[src/rtl/tas_pkt_tx_if.sv]
// tas_pkt_tx_if: payload byte handshake and serial link outputs of the packet transmitter.
interface tas_pkt_tx_if;
  logic [7:0] byte_in;
  logic       byte_valid;
  logic       byte_ready;
  logic       serial_data;
  logic       data_ena;
  logic       busy;
  logic       pkt_done;
  modport master (output byte_in, byte_valid, input byte_ready, serial_data, data_ena, busy, pkt_done);
  modport slave  (input byte_in, byte_valid, output byte_ready, serial_data, data_ena, busy, pkt_done);
endinterface

[src/rtl/tas_pkt_tx.sv]
// tas_pkt_tx: collects PAY_BYTES payload bytes, then shifts HEADER plus payload out MSB-first
// with data_ena high, followed by GAP_CYCLES idle cycles.
module tas_pkt_tx #(
  parameter logic [7:0] HEADER     = 8'hA5,
  parameter int         PAY_BYTES  = 4,
  parameter int         GAP_CYCLES = 4
) (
  input logic           clk_2,
  input logic           reset_n,
  tas_pkt_tx_if.slave   bus
);
  localparam logic [6:0] LAST_BIT  = 7'(8 * (PAY_BYTES + 1) - 1);
  localparam logic [6:0] LAST_GAP  = 7'(GAP_CYCLES - 1);
  localparam logic [3:0] LAST_BYTE = 4'(PAY_BYTES - 1);
  typedef enum logic [1:0] {LOAD, SEND, GAP} state_t;
  state_t     state_q, state_d;
  logic [3:0] cnt_q, cnt_d;
  logic [6:0] bit_q, bit_d;
  logic [7:0] sh_q, sh_d;
  logic [7:0] buf_q [8];
  logic [7:0] buf_d [8];
  logic       ser_q, ser_d, ena_q, ena_d, busy_q, busy_d, done_q, done_d;
  logic       accept;
  assign bus.byte_ready  = (state_q == LOAD) && (cnt_q < 4'(PAY_BYTES));
  assign accept          = bus.byte_ready && bus.byte_valid;
  assign bus.serial_data = ser_q;
  assign bus.data_ena    = ena_q;
  assign bus.busy        = busy_q;
  assign bus.pkt_done    = done_q;
  // bit_q doubles as the gap-cycle counter while in GAP
  always_comb begin
    state_d = state_q;
    cnt_d   = cnt_q;
    bit_d   = bit_q;
    sh_d    = sh_q;
    buf_d   = buf_q;
    done_d  = 1'b0;
    if (accept) begin
      buf_d[cnt_q[2:0]] = bus.byte_in;
      cnt_d = cnt_q + 4'd1;
      if (cnt_q == LAST_BYTE) begin
        state_d = SEND;
        bit_d   = 7'd0;
        sh_d    = HEADER;
      end
    end else if (state_q == SEND) begin
      if (bit_q == LAST_BIT) begin
        state_d = GAP;
        bit_d   = 7'd0;
        done_d  = 1'b1;
      end else begin
        bit_d = bit_q + 7'd1;
        sh_d  = (bit_q[2:0] == 3'd7) ? buf_q[bit_q[5:3]] : {sh_q[6:0], 1'b0};
      end
    end else if (state_q == GAP) begin
      state_d = (bit_q == LAST_GAP) ? LOAD : GAP;
      cnt_d   = (bit_q == LAST_GAP) ? 4'd0 : cnt_q;
      bit_d   = (bit_q == LAST_GAP) ? 7'd0 : bit_q + 7'd1;
    end
    ena_d  = (state_d == SEND);
    ser_d  = ena_d & sh_d[7];
    busy_d = (state_d != LOAD);
  end
  always_ff @(posedge clk_2 or negedge reset_n) begin
    if (!reset_n) begin
      state_q <= LOAD;
      cnt_q   <= '0;
      bit_q   <= '0;
      sh_q    <= '0;
      buf_q   <= '{default: '0};
      ser_q   <= 1'b0;
      ena_q   <= 1'b0;
      busy_q  <= 1'b0;
      done_q  <= 1'b0;
    end else begin
      state_q <= state_d;
      cnt_q   <= cnt_d;
      bit_q   <= bit_d;
      sh_q    <= sh_d;
      buf_q   <= buf_d;
      ser_q   <= ser_d;
      ena_q   <= ena_d;
      busy_q  <= busy_d;
      done_q  <= done_d;
    end
  end
endmodule

[src/flat_wrapper.sv]
// flat-port wrapper written by rule: the top's interface ports become plain ports
module tas_pkt_tx_flat 
#(
  parameter logic [7:0] HEADER     = 8'hA5,
  parameter int         PAY_BYTES  = 4,
  parameter int         GAP_CYCLES = 4
)
  (clk_2, reset_n, bus_byte_in, bus_byte_valid, bus_byte_ready, bus_serial_data, bus_data_ena, bus_busy, bus_pkt_done);
  tas_pkt_tx_if bus_i ();
  input logic clk_2;
  input logic reset_n;
  input wire logic [$bits(bus_i.byte_in)-1:0] bus_byte_in;
  input wire logic [$bits(bus_i.byte_valid)-1:0] bus_byte_valid;
  output wire logic [$bits(bus_i.byte_ready)-1:0] bus_byte_ready;
  output wire logic [$bits(bus_i.serial_data)-1:0] bus_serial_data;
  output wire logic [$bits(bus_i.data_ena)-1:0] bus_data_ena;
  output wire logic [$bits(bus_i.busy)-1:0] bus_busy;
  output wire logic [$bits(bus_i.pkt_done)-1:0] bus_pkt_done;
  assign bus_i.byte_in = bus_byte_in;
  assign bus_i.byte_valid = bus_byte_valid;
  assign bus_byte_ready = bus_i.byte_ready;
  assign bus_serial_data = bus_i.serial_data;
  assign bus_data_ena = bus_i.data_ena;
  assign bus_busy = bus_i.busy;
  assign bus_pkt_done = bus_i.pkt_done;
  tas_pkt_tx #(.HEADER(HEADER), .PAY_BYTES(PAY_BYTES), .GAP_CYCLES(GAP_CYCLES)) u_core (.clk_2(clk_2), .reset_n(reset_n), .bus(bus_i));
endmodule
[config.mk]
export PLATFORM = sky130hd
export DESIGN_NAME = tas_pkt_tx_flat
export DESIGN_NICKNAME = d
export VERILOG_FILES = /design/src/rtl/tas_pkt_tx_if.sv /design/src/rtl/tas_pkt_tx.sv /design/src/flat_wrapper.sv
export SDC_FILE = /design/constraint.sdc
export NUM_CORES = 1
export LEC_CHECK = 0
export BUFFER_PORTS_ARGS = -buffer_cell sky130_fd_sc_hd__buf_2
export CAP_MARGIN = 20
export CORE_ASPECT_RATIO = 2
export CORE_MARGIN = 5
export CORE_UTILIZATION = 50
export DETAILED_ROUTE_END_ITERATION = 16
export PLACE_DENSITY = 0.67
export SLEW_MARGIN = 25
export SYNTH_ARGS = -nofsm -noshare
export SYNTH_HDL_FRONTEND = slang
export SYNTH_SLANG_ARGS = --single-unit
[constraint.sdc]
create_clock -name clk_2 -period 3.15 [get_ports clk_2]
set_clock_uncertainty 0.15 [all_clocks]
set_input_delay 0.4725 -clock clk_2 [delete_from_list [all_inputs] [get_ports clk_2]]
set_output_delay 0.4725 -clock clk_2 [all_outputs]
set_load 0.02 [all_outputs]
### Word level (Yosys, flattened, before mapping)

Cells that the tools add are included.

* ROM bits: 0
* bits in registers: 89
* word-level logic and storage cells: 78
* latch bits: 0
* memories: 0
* output and inout port bits: 5
* memory bits (writable): 0

* add/subtract/negate cells: 2
* shift operators: 0
* bitwise logic cells: 3
* div/mod/pow operators: 0
* multiplexer cells: 30
* reduce and logical (&&, ||, !) cells: 12
* eq/ne operators: 10
* multiply operators: 0
* $lt $le $gt $ge: 4

Operator list (count)
* 64-bit bitwise mux: 1
* 8-bit two-way mux: 8
* 7-bit two-way mux: 6
* 8-bit binary-select mux with 3-bit select: 1
* 8-bit demux with 3-bit select: 1
* 4-bit two-way mux: 4
* 2-bit two-way mux: 6
* 4-bit greater-or-equal comparator, second input constant: 2
* 3-bit inverter with 4-bit output: 2
* 2-bit nonzero test: 4
* 7-bit by 1-bit adder with 7-bit output, second input constant: 1
* 7-bit by 2-bit == test with 1-bit output, second input constant: 1
* 7-bit by 6-bit == test with 1-bit output, second input constant: 1
* 3-bit AND reduction: 2
* 4-bit by 1-bit adder with 4-bit output, second input constant: 1
* 2-bit by 1-bit == test with 1-bit output, second input constant: 2
* 4-bit by 2-bit == test with 1-bit output, second input constant: 1
* 4-bit by 1-bit < comparator with 1-bit output, second input constant: 1
* 4-bit by 3-bit < comparator with 1-bit output, second input constant: 1
* 2-bit by 1-bit != test with 1-bit output, second input constant: 2
* 3-bit == test, second input constant: 1
* 1-bit logical AND: 3
* 1-bit two-way mux: 3
* 3-bit nonzero test: 1
* 5 further kinds: 5

### Depth between registers and ports, before layout

* depth after elaboration: 9
* mapped depth: 7
* depth with buffers taken out: 6

### Least setup slack after synthesis

No wires, ideal clock.

* path type: register to register
* from: register u_core.state_q[0]
* to: register u_core.buf_q[56] (netlist bit)
* stages on the path, launching flop included: 7
* data required time: 2875 ps
* period minus slack after synthesis: 2055 ps
* path slack: 1095 ps
* arrival time: 1780 ps
* path buffers: 1
* path through: dfrtp_1 inv_1 ha_1 nand4bb_1 buf_2 nor3_2 mux2_2

* cells in the longest elaborated chain, start to end: 3

Ends and longest elaborated chain
* start, declared: RTL line tas_pkt_tx.sv:16 `state_t state_q, state_d;`
* start signal, assigned: RTL line tas_pkt_tx.sv:76 `state_q <= state_d;`
* 2-bit zero test: RTL line tas_pkt_tx.sv:24 `assign bus.byte_ready = (state_q == LOAD) && (cnt_q < 4'(PAY_BYTES));`
* 1-bit logical AND: RTL line tas_pkt_tx.sv:24
* 1-bit logical AND: RTL line tas_pkt_tx.sv:25 `assign accept = bus.byte_ready && bus.byte_valid;`
* end signal, assigned: RTL line tas_pkt_tx.sv:80 `buf_q <= buf_d;`
* end, declared: RTL line tas_pkt_tx.sv:20 `logic [7:0] buf_q [8];`

Every way passes these cells.
A chain may end at the register's enable or synchronous reset.

### Final worst setup path

* from: register u_core.state_q[1]
* to: register u_core.bit_q[5]

* cells in the longest elaborated chain, start to end: 5

Ends and longest elaborated chain
* 2-bit zero test: RTL line tas_pkt_tx.sv:24
* 1-bit logical AND: RTL line tas_pkt_tx.sv:24
* 1-bit logical AND: RTL line tas_pkt_tx.sv:25
* 2-bit != test (no source line) or 3-bit nonzero test (tied branches)
* 2-bit AND reduction (no source line)
* end signal, assigned: RTL line tas_pkt_tx.sv:78 `bit_q <= bit_d;`
* end, declared: RTL line tas_pkt_tx.sv:18 `logic [6:0] bit_q, bit_d;`

Parallel ways exist; a longest one is shown, timed or not.

==> qor.json <==
{
  "setup_path": {
    "timing.critical_path.to_type": "register",
    "crit_slowest_cell": "sky130_fd_sc_hd__nand4bb_1",
    "cp.required_ps": 3250,
    "worst-r2r-cell-count": 6,
    "launch_instance_of_the_worst_register_to_register_path": "u_core.state_q[1]",
    "worstReg2RegEnd": "u_core.bit_q[5]",
    "worst_path_largest_cell_delay_ps": 540,
    "crit_path_max_fanout": 12,
    "worst_setup_path_start_kind": "register",
    "critPathArrivalTime_ps": 2620,
    "ff2ff_setup_slack_ps": 630,
    "timing.critical_path.cells": "inv_1 -> ha_1 -> nand4bb_1 -> and2_1 -> or2_2 -> a31oi_1",
    "worstSetupPathType": "reg2reg",
    "critPathTopFamily": "simple AND/OR/NAND/NOR gates",
    "crit_buf_inv": 1
  },
  "pwr": {
    "vdd_drop_max_uv": 356.8,
    "power_report.internal_total_mw": 1.737,
    "total_power_mw": 2.153,
    "share_clk_of_total_power": 0.453,
    "sw_frac_of_total": 0.1932,
    "seq_power_share": 0.531,
    "pwr-share-comb": 0.016,
    "power-per-cell-area_nw_per_um2": 500.8,
    "power_leakage_nw": 2.084,
    "power.net_switching_uw": 416.1
  },
  "sta": {
    "max_slew.worst_pin.slew_ps": 876.6,
    "grt_setup_unrepaired": "no",
    "achievable_freq_ghz": 0.3967,
    "setup_viol": 0,
    "final_max_slew_viol_count": 0,
    "fin_worst_hold_slack_ps": 214.9,
    "fin_ws_ps": 629.3,
    "setup-tns-final_ps": 0,
    "max_slew_margin": 0.4156,
    "final-hold-violation-count": 0,
    "period_minus_slack_ps": 2521,
    "period_utilization_post_route": 0.8002
  },
  "final_layout": {
    "fin_area_um2": 4299,
    "layout-drive-gt1-share": 0.2963,
    "layout.cells.non_filler": 393,
    "antennaDiodeCount": 0,
    "finalCoreUtilization": 0.5452,
    "fin_nets": 312,
    "signed_area_change_from_the_synthesized_netlist_to_the_final_layout_pct": 7.813
  },
  "floorplan": {
    "initial_core_util": 0.5057,
    "floorplan.die_area_um2": 9969,
    "placementRows": 46,
    "dieHeight_um": 136.3,
    "boundaryPins": 16,
    "die-width_um": 73.15,
    "core_region_area_um2": 7885
  },
  "logic_synthesis": {
    "most_frequent_cell_after_synthesis": "sky130_fd_sc_hd__dfrtp_1",
    "synth_edf_count": 0,
    "ys_seq_elements": 89,
    "postSynthNetCount": 327,
    "synth.yosys.seq_area_share": 0.5585,
    "netlist_top_cells_area": "sky130_fd_sc_hd__dfrtp_1 (56%), sky130_fd_sc_hd__mux2_2 (9.0%), sky130_fd_sc_hd__mux4_2 (6.2%), sky130_fd_sc_hd__clkbuf_1 (3.6%), sky130_fd_sc_hd__mux2i_1 (2.8%)",
    "synth_largest_type_area_fraction": 0.5585,
    "cell_count_after_synthesis": 310,
    "synthesis.yosys.warnings": 0,
    "avgSynthCellArea_um2": 12.86,
    "post_synth_instance_area_um2": 3988,
    "post-synth-top-area-cell": "sky130_fd_sc_hd__dfrtp_1",
    "async_reset_ff_frac": 1.000,
    "ys_types": 46,
    "synth_commonest_cells": "sky130_fd_sc_hd__dfrtp_1 (89), sky130_fd_sc_hd__clkbuf_1 (38), sky130_fd_sc_hd__mux2_2 (32)",
    "yosys_most_used_dff": "sky130_fd_sc_hd__dfrtp_1"
  },
  "cts": {
    "clockRootBuffer": "sky130_fd_sc_hd__clkbuf_16",
    "clock_insertion_delay_worst_skew_ps": 330,
    "cts.htree.levels": 3,
    "cts_inserted_buffers": 9,
    "cts.reportedPaths.clkPinSlew_ps": 60,
    "max-clock-path-buffers": 2,
    "cts_sinks": 89,
    "cts_tree": "built"
  },
  "min_path": {
    "hold_class": "reg2reg",
    "hold-path-cell-count": 0,
    "worstHoldEndpoint": "u_core.buf_q[20]",
    "min-delay-start": "u_core.buf_q[20]"
  },
  "global_routing": {
    "grt_overflow_total": 0,
    "first_global_vias": 2349,
    "grt_antenna_before_repair": 0,
    "pin_count_of_the_biggest_net_entering_global_routing": 47,
    "first_pass_grt_wire_length_um": 12130,
    "grt.total_usage": 0.1642
  },
  "drt": {
    "num_vias": 2237,
    "wirelength_um": 7122,
    "routedWlPerCell_um": 18.12,
    "drc": 0,
    "detailedRoute.firstPassIterationCount": 4,
    "final_antenna_net_count": 0,
    "dr.first_iter.drc_count": 154,
    "detail_route.vias_per_cell": 5.692
  },
  "place": {
    "detailedPlace.worstSlack_ps": 613.5,
    "instance_area_after_placement_um2": 4019,
    "routabilityCongestion": 0.8057,
    "place.detailed.hpwl_um": 5179,
    "post-place-cells": 379,
    "port_buffers": 15
  },
  "job": {
    "max_cap_viol_count": 0
  },
  "run_status": {
    "run_status": "completed"
  }
}
-- routing by layer --
layer  track usage  vias to the layer above  share of wire
li1              -                     1068              -
met1        0.1961                     1125           0.40
met2        0.2722                       33           0.54
met3       0.04367                       11          0.031
met4       0.07290                        0          0.028
met5             0                        -              0
-- cells in the final DEF (no fill, tap or decap), types with 3 or more instances in the layout --
| cell | synthesis | final |
|---|---|---|
| sky130_fd_sc_hd__and2_1 | 4 | 4 |
| sky130_fd_sc_hd__inv_1 | 4 | 4 |
| sky130_fd_sc_hd__mux2i_1 | 11 | 11 |
| sky130_fd_sc_hd__a31oi_1 | 4 | 4 |
| sky130_fd_sc_hd__nor2_1 | 11 | 11 |
| sky130_fd_sc_hd__mux4_2 | 11 | 11 |
| sky130_fd_sc_hd__nand2_1 | 15 | 15 |
| sky130_fd_sc_hd__o21ai_0 | 9 | 9 |
| sky130_fd_sc_hd__ha_1 | 6 | 6 |
| sky130_fd_sc_hd__mux2_2 | 32 | 32 |
| sky130_fd_sc_hd__clkbuf_16 | 0 | 9 |
| sky130_fd_sc_hd__nand3b_1 | 4 | 4 |
| sky130_fd_sc_hd__clkbuf_8 | 0 | 3 |
| sky130_fd_sc_hd__buf_4 | 0 | 7 |
| sky130_fd_sc_hd__a21oi_1 | 6 | 6 |
| sky130_fd_sc_hd__mux4_1 | 3 | 3 |
| sky130_fd_sc_hd__buf_2 | 7 | 14 |
| sky130_fd_sc_hd__a31o_2 | 4 | 4 |
| sky130_fd_sc_hd__nand3_1 | 11 | 11 |
| sky130_fd_sc_hd__dfrtp_1 | 89 | 89 |
| sky130_fd_sc_hd__a211oi_1 | 6 | 6 |
-- cells by family after synthesis --
group	share of synthesized area
AO/OA/AOI/OAI	0.08064
XOR/XNOR	0.002197
adder cells (fa/ha/maj)	0.01883
multiplexers	0.1999
AND/OR/NAND/NOR	0.08315
flip-flops	0.5585
buffers and inverters	0.05679
-- repair_timing --
item / CTS / global route
resized for setup: 0 / 0
buffers inserted: 0 / 0
hold buffers: 1 / 0
hold endpoints to repair: 14 / 0
-- worst reg2reg max path: cells and delay by family, from the launching register on --
kind                     cells  cell delay (ps)
buffers and inverters        1              120
AO/OA/AOI/OAI                1              180
adder cells (fa/ha/maj)      1              200
AND/OR/NAND/NOR              3             1370
flip-flops                   1              410
-- cell type report --
cell class	instances	area [um^2]
tap	96	120.1
clock buffer	13	270.3
sequential	89	2227
multi-input combinational	169	1534
inverter	4	15.01
timing repair buffer	22	132.6
fill	634	3586
-- how the worst max path moves through the flow --
| stage | startpoint | endpoint | depth (start not counted) |
|---|---|---|---|
| after floorplan | u_core.state_q[0] | u_core.buf_q[56] | 6 |
| after CTS | u_core.state_q[1] | u_core.buf_q[51] | 6 |
| after global placement | u_core.state_q[1] | u_core.buf_q[52] | 6 |
| final | u_core.state_q[1] | u_core.bit_q[5] | 6 |
| after global routing | u_core.bit_q[3] | u_core.state_q[1] | 4 |
| after detailed placement | u_core.state_q[1] | u_core.buf_q[51] | 6 |
-- power groups by stage --
stage	Combinational, mW	Clock (mW)	Sequential, mW
6_report	0.0346	0.975	1.14
5_1_grt	0.0419	1.04	1.14
4_1_cts	0.0368	1.00	1.14
3_5_place_dp	0.0358	0	1.16
3_3_place_gp	0.0351	0	1.16
2_1_floorplan	0.000427	0	1.16
-- registers in the layout (all words and copies together) (netlist names) --
name                    cells
u_core.bus.busy             1
u_core.buf_q               64
u_core.cnt_q                4
u_core.sh_q                 8
u_core.state_q              2
u_core.bus.data_ena         1
u_core.bus.serial_data      1
u_core.bus.pkt_done         1
u_core.bit_q                7
(Power assumes the default switching activity.)
